`src/rtl/fifo_sched_pkg.sv`:
```
// Shared defaults, occupancy width and read-FSM state encoding for the FIFO port scheduler.
package fifo_sched_pkg;

   localparam int DW_DEF    = 4;
   localparam int DEPTH_DEF = 8;
   localparam int LVL_W     = $clog2(DEPTH_DEF + 1);

   typedef enum logic [1:0] {
      IDLE  = 2'd0,
      FETCH = 2'd1,
      HOLD  = 2'd2
   } rd_state_t;

   // Index of the winning requester: a lone requester wins, a tie goes to ptr.
   function automatic logic rr_pick(input logic [1:0] req, input logic ptr);
      return (req[1] & ~req[0]) | (req[1] & req[0] & ptr);
   endfunction

endpackage

```
`src/rtl/fifo_port_scheduler_rr_arb2.sv`:
```
// Two-way round-robin arbiter; the pointer moves past the winner only when a grant is accepted.
module rr_arb2
   import fifo_sched_pkg::*;
(
   input  logic       clk,
   input  logic       rst,
   input  logic [1:0] req,
   input  logic       accept,
   output logic [1:0] gnt,
   output logic       winner
);

   logic rr_ptr_reg;

   assign winner = rr_pick(req, rr_ptr_reg);

   generate
      for (genvar gi = 0; gi < 2; gi++) begin : g_gnt
         assign gnt[gi] = req[gi] & (winner == 1'(gi));
      end
   endgenerate

   always_ff @(posedge clk or posedge rst) begin
      if (rst) begin
         rr_ptr_reg <= 1'b0;
      end else if (accept && (req != 2'b00)) begin
         rr_ptr_reg <= ~winner;
      end
   end

endmodule

```
`src/rtl/fifo_port_scheduler.sv`:
```
// Arbitrates two producers onto a shared FIFO write port, drains the read port into a
// registered valid/ready stage, and cross-checks its own occupancy against the FIFO flags.
module fifo_port_scheduler
   import fifo_sched_pkg::*;
#(
   parameter int DEPTH = DEPTH_DEF,
   parameter int DW    = DW_DEF
) (
   input  logic                         clk,
   input  logic                         rst_n,
   input  logic                         ena,
   input  logic                         p0_valid,
   input  logic [DW-1:0]                p0_data,
   output logic                         p0_ready,
   input  logic                         p1_valid,
   input  logic [DW-1:0]                p1_data,
   output logic                         p1_ready,
   output logic                         fifo_wr_en,
   output logic [DW-1:0]                fifo_wr_data,
   input  logic                         fifo_full,
   output logic                         fifo_rd_en,
   input  logic [DW-1:0]                fifo_rd_data,
   input  logic                         fifo_empty,
   output logic                         m_valid,
   output logic [DW-1:0]                m_data,
   input  logic                         m_ready,
   output logic [$clog2(DEPTH+1)-1:0]   level,
   output logic                         sync_err
);

   localparam int            LW      = $clog2(DEPTH + 1);
   localparam logic [LW-1:0] LVL_MAX = LW'(DEPTH);

   logic [LW-1:0] level_reg;
   rd_state_t     rd_state_reg;
   logic          m_valid_reg;
   logic [DW-1:0] m_data_reg;
   logic          sync_err_reg;

   logic [1:0]    req;
   logic [1:0]    gnt;
   logic          winner;
   logic          can_wr;
   logic          rd_allow;

   // rst_n is active-high here; it gates every strobe so nothing escapes during reset.
   assign can_wr   = ~rst_n & ena & ~fifo_full & (level_reg < LVL_MAX);
   assign rd_allow = ~rst_n & ena & ~fifo_empty & (level_reg != '0);
   assign req      = {p1_valid, p0_valid};

   rr_arb2 u_arb (
      .clk    (clk),
      .rst    (rst_n),
      .req    (req),
      .accept (can_wr),
      .gnt    (gnt),
      .winner (winner)
   );

   assign p0_ready     = gnt[0] & can_wr;
   assign p1_ready     = gnt[1] & can_wr;
   assign fifo_wr_en   = can_wr & (req != 2'b00);
   assign fifo_wr_data = winner ? p1_data : p0_data;

   assign fifo_rd_en = ((rd_state_reg == IDLE) & rd_allow) |
                       ((rd_state_reg == HOLD) & m_ready & rd_allow);

   always_ff @(posedge clk or posedge rst_n) begin
      if (rst_n) begin
         level_reg <= '0;
      end else begin
         case ({fifo_wr_en, fifo_rd_en})
            2'b10:   if (level_reg != LVL_MAX) level_reg <= level_reg + 1'b1;
            2'b01:   if (level_reg != '0)      level_reg <= level_reg - 1'b1;
            default: level_reg <= level_reg;
         endcase
      end
   end

   always_ff @(posedge clk or posedge rst_n) begin
      if (rst_n) begin
         sync_err_reg <= 1'b0;
      end else if (((level_reg == LVL_MAX) != fifo_full) ||
                   ((level_reg == '0) != fifo_empty)) begin
         sync_err_reg <= 1'b1;
      end
   end

   // FETCH captures the word the FIFO returns one cycle after the read strobe.
   always_ff @(posedge clk or posedge rst_n) begin
      if (rst_n) begin
         rd_state_reg <= IDLE;
         m_valid_reg  <= 1'b0;
         m_data_reg   <= '0;
      end else begin
         case (rd_state_reg)
            IDLE: begin
               if (rd_allow) rd_state_reg <= FETCH;
            end
            FETCH: begin
               m_data_reg   <= fifo_rd_data;
               m_valid_reg  <= 1'b1;
               rd_state_reg <= HOLD;
            end
            HOLD: begin
               if (m_ready) begin
                  m_valid_reg  <= 1'b0;
                  rd_state_reg <= rd_allow ? FETCH : IDLE;
               end
            end
            default: begin
               m_valid_reg  <= 1'b0;
               rd_state_reg <= IDLE;
            end
         endcase
      end
   end

   assign level    = level_reg;
   assign m_valid  = m_valid_reg;
   assign m_data   = m_data_reg;
   assign sync_err = sync_err_reg;

endmodule

```
`config.mk`:
```
export PLATFORM = sky130hd
export DESIGN_NAME = fifo_port_scheduler
export DESIGN_NICKNAME = d
export VERILOG_FILES = /design/src/rtl/fifo_sched_pkg.sv /design/src/rtl/fifo_port_scheduler_rr_arb2.sv /design/src/rtl/fifo_port_scheduler.sv
export SDC_FILE = /design/constraint.sdc
export NUM_CORES = 1
export LEC_CHECK = 0
export CORE_ASPECT_RATIO = 1.1
export CORE_UTILIZATION = 40
export CTS_CLUSTER_SIZE = 16
export DETAILED_ROUTE_END_ITERATION = 6
export PLACE_DENSITY = 0.78
export REMOVE_ABC_BUFFERS = 1
export SYNTH_ARGS = -nofsm -noshare
export SYNTH_HDL_FRONTEND = slang
export SYNTH_SLANG_ARGS = --single-unit
```
`constraint.sdc`:
```
create_clock -name clk -period 3 [get_ports clk]
set_clock_uncertainty 0.1 [all_clocks]
set_input_delay 0.3 -clock clk [delete_from_list [all_inputs] [get_ports clk]]
set_output_delay 0.3 -clock clk [all_outputs]
set_load 0.01 [all_outputs]
```
# Word-level counts from Yosys, hierarchy flattened

Cells that the tools add are included.

Bits in registers: 13
Input bits: 20
Output and inout bits: 18
Logic and storage cells: 65

$add $sub $neg: 2
Order comparisons: 1
Equality and inequality tests: 12
Multiplexer cells: 10
Bitwise logic cells: 24
Reductions and logical operators: 10

Operators with widths:

| cell                                                | count |
|---|---|
| AND 1 bit                                           | 16 |
| 2-to-1 mux 4 bit                                    | 3 |
| inequality test 2 bit, second input constant        | 4 |
| one-hot mux 4 bit (2 select lines)                  | 1 |
| inverter 1 bit                                      | 6 |
| one-hot mux 2 bit (3 select lines)                  | 1 |
| adder 4 x 1 -> 4 bit, second input constant         | 1 |
| equality test 2 x 1 -> 1 bit, second input constant | 2 |
| equality test 2 bit, second input constant          | 2 |
| equality test 4 bit, second input constant          | 1 |
| zero test 4 bit                                     | 1 |
| < comparator 4 bit, second input constant           | 1 |
| 2-to-1 mux 2 bit                                    | 2 |
| inequality test 4 bit, second input constant        | 1 |
| AND reduction 2 bit                                 | 2 |
| nonzero test 2 bit                                  | 2 |
| nonzero test 4 bit                                  | 1 |
| subtractor 4 x 1 -> 4 bit, second input constant    | 1 |
| one-hot mux 1 bit (3 select lines)                  | 1 |
| AND reduction 3 bit                                 | 1 |
| zero test 2 bit                                     | 1 |
| 2-to-1 mux 1 bit                                    | 2 |
| inequality test 1 bit                               | 2 |
| OR 1 bit                                            | 2 |
| 2 further kinds                                     | 2 |

# Longest topological paths before layout

Gate-level depths: netlist of run 1.

Word-level depth: 9
Mapped depth: 9
Depth with buffers taken out: 8

# By module

Synthesis of run 1 repeated with hierarchy kept, for this count alone.

Cells, all modules: 79
Area, all modules: 824.5 sq um

By module, submodules not included:

| module              | times used | cells each | area each (sq um) | seq. area each (sq um) |
|---|---|---|---|---|
| fifo_port_scheduler | 1          | 71         | 758.2             | 300.3 |
| rr_arb2             | 1          | 8          | 66.3              | 25.0 |

# Worst setup path after synthesis of run 1

No wires, ideal clock.

Path kind: register to register
Start: register level_reg[2] (netlist: level[2])
End: register level_reg[3] (netlist: level[3])
Setup time: 0.121 ns
Arrival time: 2.497 ns
Required time: 2.779 ns
Setup slack: 0.282 ns
Cell stages (with the launch flop): 9
Path buffers: 0
Period minus slack after synthesis: 2.718 ns
Path through: dfrtp_1 > or3_4 > o221a_2 > ha_1 > ha_1 > a21o_1 > a21oi_2 > mux2_4 > o22a_1

Longest elaborated chain between the ends: 7
Elaborated cells between the ends (all ways): 20
Classes of those cells: add/sub (2); order compare (1); eq/ne (5); mux (3); bitwise (6); reduce/logical (3)

Ends and longest elaborated chain:

| item                                                                                | RTL line                                             | text |
|---|---|---|
| from (decl)                                                                         | fifo_port_scheduler.sv:34                            | `logic [LW-1:0] level_reg;` |
| from (signal assigned)                                                              | fifo_port_scheduler.sv:73                            | `2'b10: if (level_reg != LVL_MAX) level_reg <= level_reg + 1'b1;` |
| from (signal assigned)                                                              | fifo_port_scheduler.sv:74                            | `2'b01: if (level_reg != '0) level_reg <= level_reg - 1'b1;` |
| from (signal assigned)                                                              | fifo_port_scheduler.sv:75                            | `default: level_reg <= level_reg;` |
| nonzero test 4 bit (*)                                                              | fifo_port_scheduler.sv:48                            | `assign rd_allow = ~rst_n & ena & ~fifo_empty & (level_reg != '0);` |
| AND 1 bit (*)                                                                       | fifo_port_scheduler.sv:48                            |  |
| AND 1 bit, on equally long branches                                                 | fifo_port_scheduler.sv:65, fifo_port_scheduler.sv:66 |  |
| OR 1 bit (*)                                                                        | fifo_port_scheduler.sv:65                            | `assign fifo_rd_en = ((rd_state_reg == IDLE) & rd_allow) \|` |
| net fifo_rd_en                                                                      | fifo_port_scheduler.sv:21                            | `output logic fifo_rd_en,` |
| equality test 2 bit / equality test 2 x 1 -> 1 bit (equally long branches)          | fifo_port_scheduler.sv:72                            | `case ({fifo_wr_en, fifo_rd_en})` |
| inequality test 2 bit (no source line) / nonzero test 2 bit (equally long branches) | -                                                    |  |
| AND reduction 3 bit (no source line)                                                | -                                                    |  |

Mark *: on every way through the listed nets, which the timed path passes. The rest lies on a longest branch. The select of a mux whose other input is x is not followed.
A chain may end at the register's enable or synchronous reset.

# Worst setup path after layout of run 1

Start: register level_reg[1] (netlist: level[1])
End: register level_reg[3] (netlist: level[3])

Longest elaborated chain between the ends: 7
Elaborated cells between the ends (all ways): 20
Classes of those cells: add/sub (2); order compare (1); eq/ne (5); mux (3); bitwise (6); reduce/logical (3)

Ends and longest elaborated chain:

| item |
|---|
| parallel branches: the longest is 7 deep, another holds < comparator 4 bit |

Parallel ways; which one is timed is not known. The select of a mux whose other input is x is not followed.

==> results of run 1 <==
final timing paths:
check / to / slack, ns / depth (start not counted)
worst max-delay path: level[3] / 0.25 / 8
worst min-delay path: rd_state_reg[1] / 0.35 / 2
worst max register to register: level[3] / 0.25 / 8
worst min register to register: sync_err / 0.39 / 1
max in group asynchronous: u_arb.rr_ptr_reg / 2.11 / 2
min in group clk: sync_err / 0.39 / 1
power groups by stage:
stage,Combinational (uW),Sequential [uW],Clock (uW)
6_report,472,310,108
5_1_grt,521,322,123
4_1_cts,476,310,115
3_5_place_dp,474,313,0
3_3_place_gp,458,311,0
2_1_floorplan,205,343,0
layout by cell type (no fill, tap or decap), types with 2 or more instances in the layout:
cell type / instances
nor3_1: 3
inv_1: 9
o221a_2: 2
buf_4: 4
o22a_1: 2
nand2_1: 3
dfrtp_1: 13
ha_1: 4
o21ai_0: 3
clkbuf_4: 3
a21oi_1: 3
nor2_1: 3
mux2_2: 8
clkdlybuf4s50_1: 37
xnor2_1: 2
a21o_1: 2
worst reg2reg max path: cells and delay by family, from the launching register on:
| family | cells | cell delay [ns] |
|---|---|---|
| muxes | 1 | 0.32 |
| DFF | 1 | 0.46 |
| buffers and inverters | 1 | 0.15 |
| and+or+nand+nor | 1 | 0.43 |
| AOI/OAI and AO/OA | 3 | 0.67 |
| adders and majority gates | 2 | 0.52 |
metrics by stage:
| step | utilization, % | hold WS, ns | cell area (sq um) | worst slack (ns) |
|---|---|---|---|---|
| after global placement | 67.3 | 0.360 | 1240 | 0.124 |
| after global routing | 68.8 | 0.404 | 1270 | 0.0691 |
| after detailed placement | 67.3 | 0.370 | 1240 | -0.0536 |
| final | 68.8 | 0.350 | 1270 | 0.252 |
| after floorplan | - | 0.0770 | 806 | 0.282 |
| after CTS | 68.8 | 0.360 | 1270 | 0.238 |
routing by layer:
metal	routed length [um]	track usage, %	vias to the layer above	part of all wire, %
met3	83	5.56	5	4.2
li1	-	-	353	-
met4	31	7.58	0	1.6
met1	810	25.4	339	41
met2	1060	36.2	20	53
met5	0	0	-	0
logic make-up (layout without fill, tap and decap cells):
group	after synthesis	after routing	synth area share, %
compound gates	18	18	16.2
simple gates	15	15	12.8
flops	13	13	40.1
mux	10	10	14.2
buf+inv	10	54	4.78
fa+ha+maj	5	5	8.64
xor+xnor	3	3	3.24
area by class of cell:
class	count	area share, %
inverters	9	2.67
multi-input cells	51	35.2
flip-flops and latches	13	25.7
clock inverters	1	0.395
repair buffers	41	31.6
well taps	27	2.67
clock buffers	3	1.78
==> flow_summary.toml, run 1 <==
[run_status]
status = "finished clean"

[clock_network]
cts_setup_buffers = 0
numCtsBuffers = 3
cts_root_buf = "clkbuf_4"
clock_sinks = 13
cts_resized = 0
clockBufferDepth = 2
cts_max_level = 1
path_clk_slew_ns = 0.08
clk_latency_ns = 0.28
cts_tree = "done"
hold_buffers = 0

[setup_path]
path_buf_inv = 1
cpMaxStageDelayCell = "dfrtp_1"
crit_chain = "or3_4 > o221a_2 > ha_1 > buf_4 > ha_1 > a21oi_2 > mux2_4 > o22a_1"
cp_data_required_time_ns = 3.07
critPathMostFrequentCell = "ha_1"
crit_start = "level[1]"
endpoint_kind = "flop"
timing.rr.start = "level[1]"
cp-start-kind = "flop"
path_delay_family = "compound AO/OA/AOI/OAI gates"
cp.arrival_ns = 2.82
crit_type = "flop to flop"
cp_max_fo = 6
critical-path-max-stage-delay_ns = 0.46

[timing]
rsz0062_at_grt = "false"
finalSetupTns_ns = 0
setup_viol = 0
slew_headroom_pct = 66.7
drv_slew = 0
fmax_ghz = 0.364
finalCritPeriodShare_pct = 91.6
hold_viol = 0
timing_worst_slew_pin_value_ns = 0.499
period_needed_ns = 2.75

[global_routing]
grt_max_degree = 14
grt_overflow_total = 0
antenna_found_initial = 0
grt_pass1_wl_um = 3440
grt_usage_pct = 21.4
grt_pass1_vias = 759

[final_layout]
multiInputGateArea_sq_um = 447
syn_to_final_growth_pct = 56.3
layoutNonFillerInstCount = 145
n_fill_cell = 159
drive_gt1_share_pct = 19.5
diodes = 0
fin_nets = 144
seq_area_sq_um = 325

[floorplan]
fp.dieH_um = 49.2
ioPinCount = 38
coreArea_sq_mm = 0.00184
core.rowCount = 16
die_w_um = 44.9
die_area_sq_mm = 0.00221
initial_core_util_pct = 44.0

[pwr]
p_per_area_mw_per_mm2 = 703
p_int_uw = 572
sw_frac_of_total_pct = 35.7
totalPowerFinal_uw = 890
p_comb_share_pct = 53.0
vdd_drop_max_v = 0.000467
seqPwrFrac_pct = 34.8
power.leakage_uw = 0.000552
clockPowerShare_pct = 12.2
p_switching_uw = 318

[routing]
drt-total-wl_um = 1980
vias = 717
drcViolationCount = 0
avgRoutedWirePerCell_um = 13.7
viasPerCell = 4.94
drt_iter0_drc = 7
drtAntennaViolNets = 0
dr.pass1.iters = 4

[synthesis]
synth.cell_area_sq_um = 811
synthDominantAreaCellType = "dfrtp_1"
synth_ff_type = "dfrtp_1"
synth_edf_count = 0
avgSynthCellArea_sq_um = 11.0
synthCells = 74
ys_seq_area_share_pct = 40.1
yosys_warnings = 0
synth_top_area_share_pct = 40.1
synth_seq_cells = 13
yosys-top-cells-count = "13 x dfrtp_1, 9 x inv_1, 8 x mux2_2, 4 x ha_1"
yosysMostFrequentCell = "dfrtp_1"
synth.area.top_cells = "dfrtp_1 40%, mux2_2 11%, ha_1 6.2%"
synth_cell_type_count = 30
synth-async-reset-ratio_pct = 100

[job]
max_cap_viol_count = 0

[placed_design]
gp_congestion = 0.777
io_buffer_count = 37
dp_cells = 141
hpwl_um = 1620

[min_path]
hp-class = "primary input to async pin"
Note: power is estimated with default switching activity, not from simulation.
==> run 2: changes to the inputs <==
--- a/config.mk
+++ b/config.mk
@@ -5,11 +5,11 @@
 export SDC_FILE = /design/constraint.sdc
 export NUM_CORES = 1
 export LEC_CHECK = 0
-export CORE_ASPECT_RATIO = 1.1
-export CORE_UTILIZATION = 40
+export CORE_UTILIZATION = 59
 export CTS_CLUSTER_SIZE = 16
 export DETAILED_ROUTE_END_ITERATION = 6
-export PLACE_DENSITY = 0.78
+export DONT_BUFFER_PORTS = 1
+export PLACE_DENSITY = 0.75
 export REMOVE_ABC_BUFFERS = 1
 export SYNTH_ARGS = -nofsm -noshare
 export SYNTH_HDL_FRONTEND = slang
==> flow_summary.toml, run 2 (synthesis results as in run 1) <==
[global_routing]
grt_pass1_wl_um = 2350
grt_usage_pct = 24.0
antenna_found_initial = 0
grt_max_degree = 14
grt_overflow_total = 0
grt_pass1_vias = 571

[routing]
avgRoutedWirePerCell_um = 16.6
drtAntennaViolNets = 0
drt_iter0_drc = 10
dr.pass1.iters = 3
drt-total-wl_um = 1600
viasPerCell = 5.98
vias = 574
drcViolationCount = 0

[floorplan]
die_w_um = 39.1
fp.dieH_um = 39.1
core.rowCount = 12
ioPinCount = 38
initial_core_util_pct = 68.4
coreArea_sq_mm = 0.00119
die_area_sq_mm = 0.00153

[timing]
period_needed_ns = 2.73
hold_viol = 0
fmax_ghz = 0.366
finalCritPeriodShare_pct = 91.0
setup_viol = 0
finalSetupTns_ns = 0
rsz0062_at_grt = "false"
drv_slew = 0
timing_worst_slew_pin_value_ns = 0.480
slew_headroom_pct = 67.9

[clock_network]
cts_setup_buffers = 0
clock_sinks = 13
path_clk_slew_ns = 0.08
numCtsBuffers = 3
cts_resized = 0
hold_buffers = 1
cts_root_buf = "clkbuf_4"
cts_tree = "done"
clockBufferDepth = 2
clk_latency_ns = 0.27
cts_max_level = 1

[final_layout]
diodes = 0
drive_gt1_share_pct = 26.8
syn_to_final_growth_pct = 9.72
n_fill_cell = 95
fin_nets = 108
final_area_sq_um = 890
layout_commonest_cell = "dfrtp_1"
mostFrequentLayoutCells = "13 x dfrtp_1, 9 x inv_1, 8 x mux2_2, 4 x ha_1, 4 x buf_4"

[min_path]
hold_depth = 1
hp-class = "primary input to flop"

[pwr]
power.leakage_uw = 0.000411
vdd_drop_max_v = 0.000600
totalPowerFinal_uw = 745
p_per_area_mw_per_mm2 = 837

[setup_path]
critical-path-max-stage-delay_ns = 0.41
reg2reg_depth = 8
crit_chain = "or3_4 > o221a_2 > ha_1 > ha_1 > a21o_1 > a21oi_2 > mux2_4 > o22a_1"
cp.arrival_ns = 2.80
crit_type = "flop to flop"
cp_max_fo = 5
cpMaxStageDelayCell = "or3_4"
critPathMostFrequentCell = "ha_1"
r2r_slack_ns = 0.27
cp_data_required_time_ns = 3.06
cp-start-kind = "flop"
endpoint_kind = "flop"

[job]
max_cap_viol_count = 0

[placed_design]
placed_area_sq_um = 853
io_buffer_count = 0
gp_congestion = 0.726
hpwl_um = 1300

[run_status]
status = "finished clean"
==> run 2: changes by cell type in the layout (fill, tap and decap cells not counted), sizes merged <==
cell / change
dlygate4sd3: +1
clkdlybuf4s50: -37
clkbuf: +1
clkinv: -1
==> run 2: where the power goes <==
| part | switching [uW] | total [uW] | internal (uW) |
|---|---|---|---|
| logic | 169 | 326 | 156 |
| registers | 67.1 | 313 | 246 |
| clock network | 54.5 | 106 | 51.4 |
==> run 2: layout make-up <==
cell class,count,area (sq um),share of cell area (%)
Timing Repair Buffer,5,40.0,4.50
Multi-Input combinational cell,51,447,50.2
Clock buffer,4,26.3,2.95
Tap cell,14,17.5,1.97
Inverter,9,33.8,3.80
Sequential cell,13,325,36.6
==> run 2: metal layers <==
| layer | GRT usage [%] | part of all wire (%) | vias to the layer above |
|---|---|---|---|
| met3 | 5.78 | 7.3 | 2 |
| met4 | 15.5 | 1.3 | 0 |
| met1 | 23.1 | 40 | 264 |
| met2 | 44.2 | 51 | 31 |
| li1 | - | - | 277 |
| met5 | 0 | 0 | - |
==> run 2: critical path, delay by kind of cell, from the launching register on <==
family                   cells  cell delay [ns]
AO/OA/AOI/OAI                4             0.88
adder cells (fa/ha/maj)      2             0.53
AND/OR/NAND/NOR              1             0.41
flip-flops                   1             0.39
multiplexers                 1             0.31
==> run 2: final timing paths <==
check                           startpoint               end
setup / recovery                  level[2]          level[3]
setup reg to reg                  level[2]          level[3]
min in group asynchronous            rst_n         m_data[2]
hold reg to reg            rd_state_reg[1]   rd_state_reg[1]
max in group asynchronous            rst_n   rd_state_reg[1]
hold / removal                    p1_valid  u_arb.rr_ptr_reg
==> run 2: stage by stage <==
stage,setup slack [ns],util [%],std cells,hold slack [ns]
CTS,0.268,75.0,96,0.0160
global placement,0.313,71.9,91,0.129
global route,0.161,75.0,96,0.0101
detailed placement,0.269,71.9,91,0.133
finish,0.269,75.0,96,0.0227
floorplan,0.282,-,73,0.0770
==> run 3: changes to the inputs <==
--- a/config.mk
+++ b/config.mk
@@ -5,12 +5,14 @@
 export SDC_FILE = /design/constraint.sdc
 export NUM_CORES = 1
 export LEC_CHECK = 0
-export CORE_UTILIZATION = 59
+export CORE_ASPECT_RATIO = 1.1
+export CORE_UTILIZATION = 54
 export CTS_CLUSTER_SIZE = 16
 export DETAILED_ROUTE_END_ITERATION = 6
 export DONT_BUFFER_PORTS = 1
-export PLACE_DENSITY = 0.75
+export PLACE_DENSITY = 0.72
 export REMOVE_ABC_BUFFERS = 1
 export SYNTH_ARGS = -nofsm -noshare
 export SYNTH_HDL_FRONTEND = slang
 export SYNTH_SLANG_ARGS = --single-unit
+export TNS_END_PERCENT = 1
==> constraint.sdc (replaced) <==
create_clock -name clk -period 2.4 [get_ports clk]
set_clock_uncertainty 0.1 [all_clocks]
set_input_delay 0.24 -clock clk [delete_from_list [all_inputs] [get_ports clk]]
set_output_delay 0.24 -clock clk [all_outputs]
set_load 0.01 [all_outputs]
==> flow_summary.toml, run 3 (synthesis results as in run 1) <==
[run_status]
status = "finished clean"

[final_layout]
fin_nets = 119
drive_gt1_share_pct = 38.7
syn_to_final_growth_pct = 28.4
final_area_sq_mm = 0.00104
seq_area_sq_um = 325
diodes = 0
mostFrequentLayoutCells = "13 x dfrtp_1, 13 x buf_4, 9 x inv_1, 8 x mux2_2"
n_fill_cell = 91
multiInputGateArea_sq_um = 507

[global_routing]
grt_pass1_wl_um = 2550
grt_pass1_vias = 601
grt_max_degree = 14
grt_usage_pct = 22.3
grt_overflow_total = 0
antenna_found_initial = 0

[timing]
period_needed_ns = 2.39
rsz0062_at_grt = "true"
setup_viol = 0
drv_slew = 0
holdWs_ns = 0.0251
timing_worst_slew_pin_value_ns = 0.491
slew_headroom_pct = 67.2
finalSetupTns_ns = 0
fin_ws_ns = 0.00721
hold_viol = 0
finalCritPeriodShare_pct = 99.7
fmax_ghz = 0.418

[floorplan]
fp.dieH_um = 42.6
coreArea_sq_mm = 0.00138
die_w_um = 38.9
core.rowCount = 14
initial_core_util_pct = 58.6
ioPinCount = 38
die_area_sq_mm = 0.00166

[clock_network]
cts_root_buf = "clkbuf_4"
clockBufferDepth = 2
cts_tree = "done"
cts_max_level = 1
numCtsBuffers = 3
path_clk_slew_ns = 0.08
clock_sinks = 13
clk_latency_ns = 0.27

[min_path]
hold_start = "fifo_rd_data[2]"
whs_endpoint = "m_data[2]"
hold_depth = 1
hp-class = "primary input to flop"

[routing]
drt-total-wl_um = 1640
avgRoutedWirePerCell_um = 15.0
drt_iter0_drc = 5
drtAntennaViolNets = 0
vias = 629
viasPerCell = 5.77
dr.pass1.iters = 4
drcViolationCount = 0

[placed_design]
io_buffer_count = 0
gp_congestion = 0.784
dp_slack_ns = -0.175
placed_area_sq_um = 916
hpwl_um = 1210

[setup_path]
cp.arrival_ns = 2.46
timing.rr.start = "level[0]"
r2r_slack_ns = 0.007
cp-start-kind = "flop"
cp_data_required_time_ns = 2.47
endpoint_kind = "flop"
crit_type = "flop to flop"
cp_max_fo = 2
reg2reg_depth = 8
rr_endpoint = "level[3]"

[pwr]
vdd_drop_max_v = 0.000643
power.leakage_uw = 0.000468
p_per_area_mw_per_mm2 = 990

[job]
max_cap_viol_count = 0
-- run 3: cell count changes in the layout (fill, tap and decap cells not counted), sizes merged --
cell	delta
dlygate4sd3	+1
buf	+10
-- run 3: layer usage --
metal / vias up / wire length, um / global-route usage (%)
li1: 304 / - / -
met1: 313 / 680 / 25.4
met4: 0 / 22 / 9.66
met2: 10 / 889 / 36.3
met3: 2 / 47 / 7.45
met5: - / 0 / 0
-- run 3: worst max-delay path by stage --
stage	start	endpoint	slack (ns)	depth (start not counted)
2_1_floorplan	level[2]	level[3]	-0.32	8
3_3_place_gp	level[2]	level[3]	-0.12	8
3_5_place_dp	level[2]	level[3]	-0.17	8
4_1_cts	level[0]	level[3]	-0.005	8
5_1_grt	level[0]	level[3]	-0.07	8
6_report	level[0]	level[3]	0.007	8
-- run 3: report_power, final --
part / switching (uW) / total [uW] / internal, uW
Clock: 67.7 / 132 / 64.2
Combinational: 246 / 514 / 267
Sequential: 77.3 / 385 / 308
Total: 391 / 1030 / 639
-- run 3: repair_timing --
| item | in CTS | in global routing |
|---|---|---|
| setup endpoints to repair | 1 | 1 |
| pin swaps | 5 | 1 |
| buffers inserted | 2 | 0 |
| gates resized for setup | 9 | 0 |
| hold buffers | 2 | 0 |
| endpoints found under the hold margin | 14 | 0 |
-- run 3: worst max-delay path: stages (launching register included) --
cell and delay [ns]:
dfrtp_1 0.38, or3_4 0.39, o221a_4 0.24, ha_4 0.17
ha_4 0.20, a21o_1 0.17, a21oi_4 0.14, mux2_4 0.31
o22a_1 0.20
-- run 3: stage by stage --
stage               power, uW  std cells  utilization [%]
finish                   1030        109             75.2
global route             1110        109             75.2
CTS                      1030        109             75.2
detailed placement        836        101             66.2
global placement          825        101             66.2
floorplan                 685         73                -
-- run 3: cell type report --
class,instances,area share [%]
multi-input cells,51,48.7
flip-flops and latches,13,31.2
repair buffers,16,12.4
inverters,9,3.25
clock buffers,4,2.52
well taps,16,1.92
